`config.mk`:
```
export PLATFORM = sky130hd
export DESIGN_NAME = dec_scan_seq
export DESIGN_NICKNAME = d
export VERILOG_FILES = /design/src/rtl/dec_scan_pkg.sv /design/src/rtl/dec4to16.sv /design/src/rtl/dec_scan_seq.sv
export SDC_FILE = /design/constraint.sdc
export NUM_CORES = 1
export LEC_CHECK = 0
export ABC_AREA = 1
export BUFFER_PORTS_ARGS = -buffer_cell sky130_fd_sc_hd__buf_4
export CAP_MARGIN = 20
export CELL_PAD_IN_SITES_DETAIL_PLACEMENT = 1
export CELL_PAD_IN_SITES_GLOBAL_PLACEMENT = 1
export CORE_AREA = 3 3 62 78
export CTS_CLUSTER_DIAMETER = 50
export DETAILED_ROUTE_END_ITERATION = 6
export DIE_AREA = 0 0 65 81
export GPL_TIMING_DRIVEN = 0
export HOLD_SLACK_MARGIN = 0.12
export PLACE_DENSITY_LB_ADDON = 0.1
export SKIP_LAST_GASP = 1
export SYNTH_ARGS = -nofsm -noshare
export SYNTH_HDL_FRONTEND = slang
export SYNTH_SLANG_ARGS = --single-unit
```
`constraint.sdc`:
```
create_clock -name clk -period 1.8 [get_ports clk]
set_input_delay 0.18 -clock clk [delete_from_list [all_inputs] [get_ports clk]]
set_output_delay 0.18 -clock clk [all_outputs]
set_load 0.02 [all_outputs]
```
`src/rtl/dec_scan_pkg.sv`:
```
// Shared widths and FSM state type for the decoded address scan sequencer.
package dec_scan_pkg;
  localparam int unsigned ADDR_W = 4;
  localparam int unsigned SEL_W  = 1 << ADDR_W;

  typedef enum logic {
    IDLE = 1'b0,
    RUN  = 1'b1
  } state_e;
endpackage

```
`src/rtl/dec4to16.sv`:
```
// Combinational binary-to-one-hot decoder for the scan address.
module dec4to16 #(
  parameter int unsigned ADDR_W = dec_scan_pkg::ADDR_W,
  parameter int unsigned SEL_W  = dec_scan_pkg::SEL_W
) (
  input  logic [ADDR_W-1:0] addr_i,
  output logic [SEL_W-1:0]  sel_c
);
  assign sel_c = SEL_W'(1) << addr_i;
endmodule

```
`src/rtl/dec_scan_seq.sv`:
```
// Walks a run of cmd_len+1 addresses up or down from cmd_start, presenting
// each as a registered one-hot select beat on a valid/ready stream.
module dec_scan_seq import dec_scan_pkg::*; #(
  parameter int unsigned ADDR_W = dec_scan_pkg::ADDR_W,
  parameter int unsigned SEL_W  = dec_scan_pkg::SEL_W
) (
  input  logic              clk,
  input  logic              rst_n,
  input  logic              cmd_valid,
  output logic              cmd_ready,
  input  logic [ADDR_W-1:0] cmd_start,
  input  logic [ADDR_W-1:0] cmd_len,
  input  logic              cmd_down,
  output logic              out_valid,
  input  logic              out_ready,
  output logic [SEL_W-1:0]  out_sel,
  output logic [ADDR_W-1:0] out_addr,
  output logic              out_last,
  output logic              busy
);
  state_e            state_q, state_d;
  logic [ADDR_W-1:0] addr_q, addr_d;
  logic [ADDR_W-1:0] rem_q, rem_d;
  logic              down_q, down_d;
  logic              valid_q, valid_d;
  logic              last_q, last_d;
  logic              busy_q, busy_d;
  logic              cmd_ready_q, cmd_ready_d;
  logic [SEL_W-1:0]  sel_q, sel_d;
  logic [SEL_W-1:0]  dec_sel_c;
  logic              accept_c;
  logic              xfer_c;

  // cmd_ready_q is low for the first cycle after reset, so it gates acceptance.
  assign accept_c = cmd_valid && cmd_ready_q;
  assign xfer_c   = valid_q && out_ready;

  // Decode the next address so the select register updates with it.
  dec4to16 #(
    .ADDR_W(ADDR_W),
    .SEL_W (SEL_W)
  ) u_dec (
    .addr_i(addr_d),
    .sel_c (dec_sel_c)
  );

  always_comb begin
    state_d = state_q;
    addr_d  = addr_q;
    rem_d   = rem_q;
    down_d  = down_q;
    case (state_q)
      IDLE: begin
        if (accept_c) begin
          state_d = RUN;
          addr_d  = cmd_start;
          rem_d   = cmd_len;
          down_d  = cmd_down;
        end
      end
      RUN: begin
        if (xfer_c) begin
          if (rem_q == '0) begin
            state_d = IDLE;
          end else begin
            addr_d = down_q ? addr_q - ADDR_W'(1) : addr_q + ADDR_W'(1);
            rem_d  = rem_q - ADDR_W'(1);
          end
        end
      end
      default: state_d = IDLE;
    endcase
    valid_d     = (state_d == RUN);
    busy_d      = (state_d == RUN);
    cmd_ready_d = (state_d == IDLE);
    last_d      = (state_d == RUN) && (rem_d == '0);
    sel_d       = (state_d == RUN) ? dec_sel_c : '0;
  end

  always_ff @(posedge clk or negedge rst_n) begin
    if (!rst_n) begin
      state_q     <= IDLE;
      addr_q      <= '0;
      rem_q       <= '0;
      down_q      <= 1'b0;
      valid_q     <= 1'b0;
      last_q      <= 1'b0;
      busy_q      <= 1'b0;
      cmd_ready_q <= 1'b0;
      sel_q       <= '0;
    end else begin
      state_q     <= state_d;
      addr_q      <= addr_d;
      rem_q       <= rem_d;
      down_q      <= down_d;
      valid_q     <= valid_d;
      last_q      <= last_d;
      busy_q      <= busy_d;
      cmd_ready_q <= cmd_ready_d;
      sel_q       <= sel_d;
    end
  end

  assign cmd_ready = cmd_ready_q;
  assign out_valid = valid_q;
  assign out_sel   = sel_q;
  assign out_addr  = addr_q;
  assign out_last  = last_q;
  assign busy      = busy_q;
endmodule
```
==> qor.txt, run 1 <==
Initial antenna violation count - 0
Switching power - 1.899 mW
Port bufs - 36
Area delta synth->final - 38.13%
Leak - 1.007 nW
M1 WL - 1.502 mm
Core Region - 4131 um^2
Commonest non-fill, non-tap cell in the layout - buf_4
Die span in x - 65 um
Post-synthesis sequential element count - 28
I/O pins - 37
Fmax - 585.6 MHz
Crit path max fanout - 4
Pin count of the biggest net entering global routing - 29
Num CTS Buffers - 3
Outcome - finished, final reports clean
Reg2Reg Depth - 10
FP Rows - 26
Grt total ovfl - 0
Final setup violating endpoints - 0
Initial Util - 33.92%
CTS tree - built
Clock Latency Late Sink - 270 ps
Setup_tns - 0 ps
DPL Wire Length - 2.900 mm
Most frequent cells in the layout - buf_4, nand2_1, dfrtp_1
Mapped Avg Cell Area - 8.650 um^2
Clock tree skew after final layout - 2.385 ps
Non-filler instance count after layout - 264
Nets@finish - 226
Clock transition at path regs - 100 ps
First-pass GRT wire length - 6.251 mm
Root Buffer - clkbuf_8
Final instance area - 1936 um^2
Crit path required time - 2010 ps
H-tree levels - 1
RSZ-0062 raised after global routing - true
Crit path from - down_q$_DFFE_PN0P_
Type of origin of the critical path - register
Synthesized instance count - 162
Worst setup path end - out_sel[6]$_DFF_PN0_
Met2 WL - 2.085 mm
Clock network power share - 12.5%
Vias in the first global route - 1331
Share of layout cells above drive strength 1 - 41.35%
Drt wl/cell - 14.12 um
Seq pwr share - 26.5%
Inserted Diodes - 0
Post-route DRC - 0
Worst min path class - input pin to register
Worst r2r dst - out_sel[6]$_DFF_PN0_
Drt pass-1 iters - 4
Net Count, Synth - 179
Logic pwr share - 61.0%
Slew Limit Fails - 0
Final worst slack - 92.49 ps
Via count - 1223
Final cycle utilization of the critical path - 94.86%
Worst slack, placed - -25.26 ps
RD Place Congestion - 0.7656
CP arrival - 1910 ps
Max cap viols - 0
Top sig layer - met4
Maximum root-to-sink buffer count - 2
Routed vias/inst - 4.633
Met3 routed WL - 95 um
# clock sinks - 28
ANT nets after route - 0
PD cells - 2047 nW/um^2
Worst slew pin tran - 363.9 ps
Register area share after synthesis - 50.00%
Dpl cells - 254
WL final - 3.727 mm
Tot GR Track Use - 15.45%
Hold Violations, Final - 0
Net switching fraction of the power - 47.93%
Slew margin rel. - 75.74%
CP endpoint kind - register
Layout Utilization - 46.85%
Post-synth cell types - 29
Mapped Area - 1401 um^2
Number of DRC markers in iteration 0 - 48
WS Path Type - register to register
Post-DP Area - 1742 um^2
Internal power - 2.063 mW
Die H - 81 um
Die area - 5265 um^2
FF-to-FF setup slack - 90 ps
Synth warn - 0
VDD IR-drop max - 0.9026 mV
R2R Path Start - down_q$_DFFE_PN0P_
Final worst path period need - 1708 ps
-- power by group through the flow --
stage | Combinational [mW] | Sequential [mW] | Clock (mW)
final | 2.42 | 1.05 | 0.494
after global routing | 2.71 | 1.08 | 0.547
after CTS | 2.16 | 1.06 | 0.510
after detailed placement | 2.14 | 1.07 | 0
after global placement | 2.07 | 1.05 | 0
after floorplan | 1.27 | 1.22 | 0
-- logic make-up (layout without fill, tap and decap cells) --
| kind of cell | count (synthesis) | count (layout) | share of synthesized area [%] |
|---|---|---|---|
| AOI/OAI and AO/OA | 10 | 10 | 4.733 |
| DFF | 28 | 28 | 50.00 |
| buffers and inverters | 23 | 69 | 7.232 |
| xor gates and xnor gates | 1 | 1 | 0.6251 |
| adders and majority gates | 4 | 4 | 4.107 |
| and+or+nand+nor | 96 | 96 | 33.30 |
-- synthesized netlist by cell type --
master | instances | area (um^2)
nand2_2 | 3 | 18.77
clkinv_2 | 1 | 5.000
nor3_1 | 1 | 5.000
inv_2 | 5 | 18.77
o221ai_1 | 1 | 8.760
nor2_2 | 6 | 37.54
nand2_1 | 35 | 131.4
fa_1 | 1 | 20.02
a21oi_1 | 2 | 10.01
xnor2_1 | 1 | 8.760
nand4_1 | 1 | 6.260
o22ai_1 | 1 | 6.260
nor2_1 | 28 | 105.1
a22oi_1 | 2 | 15.01
buf_4 | 1 | 7.510
o21ai_0 | 2 | 10.01
nor2_4 | 2 | 22.52
nand3_2 | 2 | 20.02
nand2_4 | 2 | 22.52
ha_1 | 3 | 37.54
a22o_1 | 1 | 8.760
buf_6 | 1 | 11.26
inv_4 | 1 | 6.260
o211ai_1 | 1 | 7.510
dfrtp_1 | 28 | 700.7
inv_1 | 14 | 52.55
nand3b_1 | 1 | 7.510
nand2_8 | 1 | 20.02
nand3_1 | 14 | 70.07
-- layout make-up --
| class | instances | area, um^2 |
|---|---|---|
| clock buffers | 3 | 41.29 |
| inverters | 21 | 82.58 |
| clock inverters | 1 | 30.03 |
| plain buffers | 2 | 18.77 |
| multi-input cells | 111 | 668.1 |
| fillers | 504 | 2196 |
| flip-flops and latches | 28 | 704.4 |
| repair buffers | 42 | 320.3 |
| well taps | 56 | 70.07 |
-- worst max-delay path: stages, from the launching register on --
cell and delay [ps]:
dfrtp_2 450, fa_2 390, nand2_1 70, inv_1 40, nor2_1 80, nor2_1 40, nand2_1 90, nand3_4 100
nor2_4 190, nand2_2 90, nor2_1 100
-- state kept, by name (all words and copies together), names as in the netlist --
name / cells
cmd_ready: 1
out_addr: 4
rem_q: 4
out_last: 1
down_q: 1
out_sel: 16
busy: 1
-- worst min path at each step --
| stage | end | slack [ps] | from | cells after the start |
|---|---|---|---|---|
| 6_report | rem_q[0]$_DFF_PN0_ | 170 | cmd_len[0] | 3 |
| 5_1_grt | rem_q[0]$_DFF_PN0_ | 180 | cmd_len[0] | 3 |
| 4_1_cts | rem_q[0]$_DFF_PN0_ | 180 | cmd_len[0] | 3 |
| 3_5_place_dp | rem_q[3]$_DFF_PN0_ | 120 | rst_n | 1 |
| 3_3_place_gp | rem_q[3]$_DFF_PN0_ | 120 | rst_n | 1 |
| 2_1_floorplan | busy$_DFF_PN0_ | -120 | rst_n | 0 |
-- routing by layer --
| metal | up-vias | GRT usage, % |
|---|---|---|
| li1 | 597 | - |
| met1 | 603 | 17.78 |
| met2 | 19 | 29.07 |
| met3 | 4 | 2.628 |
| met4 | 0 | 4.440 |
| met5 | - | 0 |
-- through the flow --
| step | hold WS, ps | power, mW |
|---|---|---|
| floorplan | -115.6 | 2.490 |
| global placement | 115.8 | 3.117 |
| detailed placement | 124.1 | 3.200 |
| CTS | 175.8 | 3.723 |
| global route | 183.5 | 4.333 |
| finish | 171.0 | 3.962 |
-- timing repair --
| action | 4_1_cts | 5_1_grt |
|---|---|---|
| hold buffers | 2 | 0 |
| hold endpoints to repair | 29 | 0 |
| gates resized for setup | 2 | 21 |
| setup buffers | 0 | 4 |
| endpoints found under the setup margin | 9 | 17 |
| pin swaps | 0 | 16 |
Power figures use the tool's default switching activity.
==> inputs of run 2 (changes only) <==
- ABC_AREA: 1 -> default
==> qor.txt, run 2 <==
Outcome - finished with violations
Failing checks - negative setup slack
# clock sinks - 28
Peak per-stage delay on the critical path - 480 ps
Non-filler instance count after layout - 240
Maximum root-to-sink buffer count - 2
CP endpoint kind - register
Die area - 5265 um^2
Tot GR Track Use - 16.08%
I/O pins - 37
Drt pass-1 iters - 4
Crit path required time - 1980 ps
Clock transition at path regs - 90 ps
Die span in x - 65 um
Nets@finish - 202
Crit path max fanout - 4
Root Buffer - clkbuf_8
Drt wl/cell - 16.88 um
RD Place Congestion - 0.7775
Core Region - 4131 um^2
WP depth - 9
Mapped Area - 1383 um^2
Most Frequent Cell on Critical Path - buf_4
CP arrival - 2290 ps
WS Path Type - register to register
Final setup violating endpoints - 20
Dominant cells by area after synthesis - dfrtp_1, nor3_1, mux2_2
Initial Util - 33.46%
Leak - 0.9682 nW
Worst r2r dst - out_sel[9]$_DFF_PN0_
VDD IR-drop max - 1.055 mV
Ys async rst share - 100.0%
Number of DRC markers in iteration 0 - 26
Most common library cells after synthesis - dfrtp_1, nor3_1, a21oi_1
Fmax - 473.3 MHz
First-pass GRT wire length - 6.486 mm
Mapped Avg Cell Area - 10.80 um^2
Reg2Reg Depth - 9
Final cycle utilization of the critical path - 117.4%
Routed vias/inst - 5.138
PD cells - 2372 nW/um^2
DPL Wire Length - 2.810 mm
Synth warn - 0
Clock Latency Late Sink - 270 ps
Final worst slack - -312.7 ps
Via count - 1233
FP Rows - 26
H-tree levels - 1
Top-area cell type share of the netlist area - 50.68%
Vias in the first global route - 1365
Net Count, Synth - 145
Inserted Diodes - 0
Clock tree skew after final layout - 5.912 ps
Cell Chain, Critical Path - ha_4 > nand3_2 > buf_4 > a21boi_1 > o31a_1 > o31ai_4 > buf_4 > buf_4 > nor3_1
Grt total ovfl - 0
Crit path from - down_q$_DFFE_PN0P_
CP top delay family - compound AO/OA/AOI/OAI gates
Type of origin of the critical path - register
Num CTS Buffers - 3
Post-synthesis sequential element count - 28
Worst setup path end - out_sel[9]$_DFF_PN0_
Commonest register cell after synthesis - dfrtp_1
CP bufs+invs - 3
Post-synth cell types - 37
WL final - 4.050 mm
Hold Violations, Final - 0
Initial antenna violation count - 0
Commonest non-fill, non-tap cell in the layout - buf_4
Top-count cell post-synth - dfrtp_1
CTS tree - built
Post-synth EDFFs - 0
FF-to-FF setup slack - -310 ps
Post-route DRC - 0
Setup_tns - -4589 ps
Synthesized instance count - 128
Post-synth top area cell - dfrtp_1
Max cap viols - 0
Dpl cells - 220
Worst slew pin tran - 477.0 ps
Pin count of the biggest net entering global routing - 29
Max reg flops - 16
Worst min path class - input pin to register
Final worst path period need - 2113 ps
R2R Path Start - down_q$_DFFE_PN0P_
Slowest-stage cell, CP - dfrtp_2
Share of layout cells above drive strength 1 - 60.33%
Die H - 81 um
Area delta synth->final - 61.36%
RSZ-0062 raised after global routing - true
ANT nets after route - 0
Slew Limit Fails - 0
Most frequent cells in the layout - buf_4, dfrtp_1, nor3_2
Port bufs - 36
Register area share after synthesis - 50.68%
Slew margin rel. - 68.01%
==> run 2: cell count changes after synthesis, sizes merged, moves of 3 or more <==
cell    previous run  this run
a211oi             0         4
a21oi              2         7
a31oi              0         4
and3               0         3
inv               20         5
mux2               0         5
mux2i              0         5
nand2             41         8
nand3             16         3
nor2              36         3
nor3               1        21
nor4               0         3
xnor2              1         4
==> run 2: cells by family after synthesis <==
group                    synth area share, %
adder cells (fa/ha/maj)                4.163
XOR/XNOR                               3.167
flip-flops                             50.68
buffers and inverters                  3.710
AND/OR/NAND/NOR                        18.92
multiplexers                           7.692
AO/OA/AOI/OAI                          11.67
==> run 2: stage by stage <==
stage	instance area, um^2	hold slack (ps)	total power [mW]	util, %	setup slack, ps
2_1_floorplan	1501	-115.6	2.939	-	-233.5
3_3_place_gp	1842	114.8	3.626	44.58	-367.1
3_5_place_dp	1842	118.3	3.720	44.58	-469.9
6_report	2231	136.8	5.292	54.00	-312.7
4_1_cts	2190	136.5	5.086	53.00	-244.3
5_1_grt	2231	132.6	5.634	54.00	-452.2
==> run 2: where the power goes <==
group / internal (mW) / leakage (nW) / switching, mW / total, mW
clock: 0.298 / 0.0357 / 0.201 / 0.499
combinational: 1.67 / 0.575 / 1.97 / 3.64
sequential: 0.903 / 0.358 / 0.255 / 1.16
==> run 2: area by class of cell <==
cell class | instances | area, um^2
fillers | 450 | 1901
repair buffers | 52 | 411.6
multi-input cells | 89 | 909.6
clock buffers | 3 | 41.29
inverters | 5 | 21.27
clock inverters | 1 | 30.03
well taps | 56 | 70.07
plain buffers | 5 | 33.78
flip-flops and latches | 28 | 705.7
repair inverters | 1 | 7.507
==> run 2: routing by layer <==
layer  track usage (%)  part of all wire (%)  vias to the layer above
li1                  -                     -                      575
met4             5.920                   3.1                        0
met1             16.58                    35                      617
met3             1.936                   3.5                        8
met5                 0                     0                        -
met2             32.45                    58                       33
==> run 2: worst min-delay path by stage <==
| stage | from | to | cells after the start |
|---|---|---|---|
| finish | cmd_down | down_q$_DFFE_PN0P_ | 2 |
| global route | cmd_down | down_q$_DFFE_PN0P_ | 2 |
| CTS | cmd_down | down_q$_DFFE_PN0P_ | 2 |
| detailed placement | rst_n | out_sel[9]$_DFF_PN0_ | 1 |
| global placement | rst_n | out_sel[5]$_DFF_PN0_ | 1 |
| floorplan | rst_n | busy$_DFF_PN0_ | 0 |
==> run 2: worst reg2reg max path, delay by kind of cell, from the launching register on <==
kind	cells	cell delay, ps
AO/OA/AOI/OAI	3	540
flip-flops	1	480
buffers and inverters	3	440
adder cells (fa/ha/maj)	1	310
AND/OR/NAND/NOR	2	260
==> run 2: what timing repair did <==
item	CTS	global route
hold endpoints to repair	28	0
endpoints found under the setup margin	21	21
buffers inserted	14	2
pin swaps	12	1
resized for setup	32	7
cloned	1	0
hold buffers	1	0
==> inputs of run 3 (changes only) <==
- CELL_PAD_IN_SITES_DETAIL_PLACEMENT: 1 -> default
- CELL_PAD_IN_SITES_GLOBAL_PLACEMENT: 1 -> default
- PLACE_DENSITY_LB_ADDON: 0.1 -> default
==> qor.txt, run 3 (synthesis results as in run 2) <==
Port bufs - 36
CP top delay family - compound AO/OA/AOI/OAI gates
Slew margin rel. - 74.85%
Drt wl/cell - 14.67 um
Worst min path class - input pin to register
Maximum root-to-sink buffer count - 2
FF-to-FF setup slack - -210 ps
Commonest non-fill, non-tap cell in the layout - buf_4
Pin count of the biggest net entering global routing - 29
CTS tree - built
DPL Wire Length - 2.458 mm
RD Place Congestion - 0.8052
Clock transition at path regs - 100 ps
Non-filler instance count after layout - 236
RSZ-0062 raised after global routing - true
Hold Violations, Final - 0
# clock sinks - 28
Post-route DRC - 0
Num CTS Buffers - 3
Final setup violating endpoints - 19
Dpl cells - 220
Layout Utilization - 52.85%
Final worst path period need - 2015 ps
Core Region - 4131 um^2
Share of layout cells above drive strength 1 - 61.11%
Crit path from - down_q$_DFFE_PN0P_
Tot GR Track Use - 13.69%
Most frequent cells in the layout - buf_4, dfrtp_1, nor3_2
Number of DRC markers in iteration 0 - 40
Worst slack, placed - -415.6 ps
CP bufs+invs - 1
Crit path required time - 2000 ps
Final cycle utilization of the critical path - 111.9%
Worst r2r dst - out_sel[6]$_DFF_PN0_
FP Rows - 26
Clock Latency Late Sink - 270 ps
Initial antenna violation count - 0
CP endpoint kind - register
Outcome - finished with violations
Register area - 705.7 um^2
Clock tree skew after final layout - 6.042 ps
WS Path Type - register to register
WP depth - 7
Worst setup path end - out_sel[6]$_DFF_PN0_
ANT nets after route - 0
Final worst slack - -214.7 ps
Inserted Diodes - 0
Type of origin of the critical path - register
Via count - 1180
Root Buffer - clkbuf_8
R2R Path Start - down_q$_DFFE_PN0P_
Reg2Reg Depth - 7
Area delta synth->final - 57.92%
First-pass GRT wire length - 5.658 mm
Nets@finish - 198
PD cells - 2244 nW/um^2
Vias in the first global route - 1223
Max reg flops - 16
Slew Limit Fails - 0
H-tree levels - 1
Fmax - 496.4 MHz
WL final - 3.462 mm
Die H - 81 um
Die span in x - 65 um
Leak - 0.9557 nW
Worst slew pin tran - 375.1 ps
Cell Chain, Critical Path - ha_4 > nand3_2 > and3b_1 > o31a_1 > o31ai_4 > inv_4 > nor3_2
I/O pins - 37
Design Power - 4.899 mW
VDD IR-drop max - 0.9692 mV
Area of the multi-input gates - 910.9 um^2
Drt pass-1 iters - 4
Routed vias/inst - 5.000
Max cap viols - 0
CP arrival - 2220 ps
Die area - 5265 um^2
Failing checks - negative setup slack
Grt total ovfl - 0
Initial Util - 33.46%
Slowest-stage cell, CP - dfrtp_2
Peak per-stage delay on the critical path - 480 ps
Fill count - 370
Crit path max fanout - 9
run 3: changes by cell type in the layout (fill, tap and decap cells not counted), sizes merged:
cell,previous run,this run
clkinvlp,1,0
buf,55,52
run 3: cell type report:
type	instances	area share, %
multi-input cells	89	41.72
flip-flops and latches	28	32.32
repair buffers	50	17.48
well taps	56	3.209
clock buffers	3	1.891
clock inverters	1	1.375
plain buffers	4	1.032
inverters	5	0.9742
run 3: per-layer routing:
metal	global-route usage [%]	share of wire, %
met1	15.94	41
met2	25.59	54
met3	2.490	3.4
met4	3.594	0.90
met5	0	0
run 3: how the worst min path moves through the flow:
stage | slack (ps) | cells after the start | end | from
final | 130 | 2 | down_q$_DFFE_PN0P_ | cmd_down
after detailed placement | 120 | 1 | rem_q[3]$_DFF_PN0_ | rst_n
after CTS | 130 | 2 | down_q$_DFFE_PN0P_ | cmd_down
after global routing | 120 | 2 | down_q$_DFFE_PN0P_ | cmd_down
after global placement | 110 | 1 | out_last$_DFF_PN0_ | rst_n
after floorplan | -120 | 0 | busy$_DFF_PN0_ | rst_n
run 3: report_power, final:
part,internal (mW),switching (mW),total (mW)
Sequential,0.903,0.254,1.16
Clock,0.298,0.200,0.498
Combinational,1.46,1.79,3.24
run 3: timing repair:
action                                 in CTS  in global routing
hold buffers                                1                  0
setup buffers                              10                  3
gates resized for setup                    35                  2
setup endpoints to repair                  20                 20
endpoints found under the hold margin      28                  0
pin swaps                                  16                  0
run 3: stage by stage:
stage | cell area (um^2) | hold slack, ps | TNS [ps]
2_1_floorplan | 1501 | -115.6 | -3195
3_3_place_gp | 1842 | 111.7 | -5387
3_5_place_dp | 1842 | 116.5 | -6132
4_1_cts | 2173 | 125.8 | -3235
5_1_grt | 2183 | 121.0 | -4920
6_report | 2183 | 130.6 | -3457
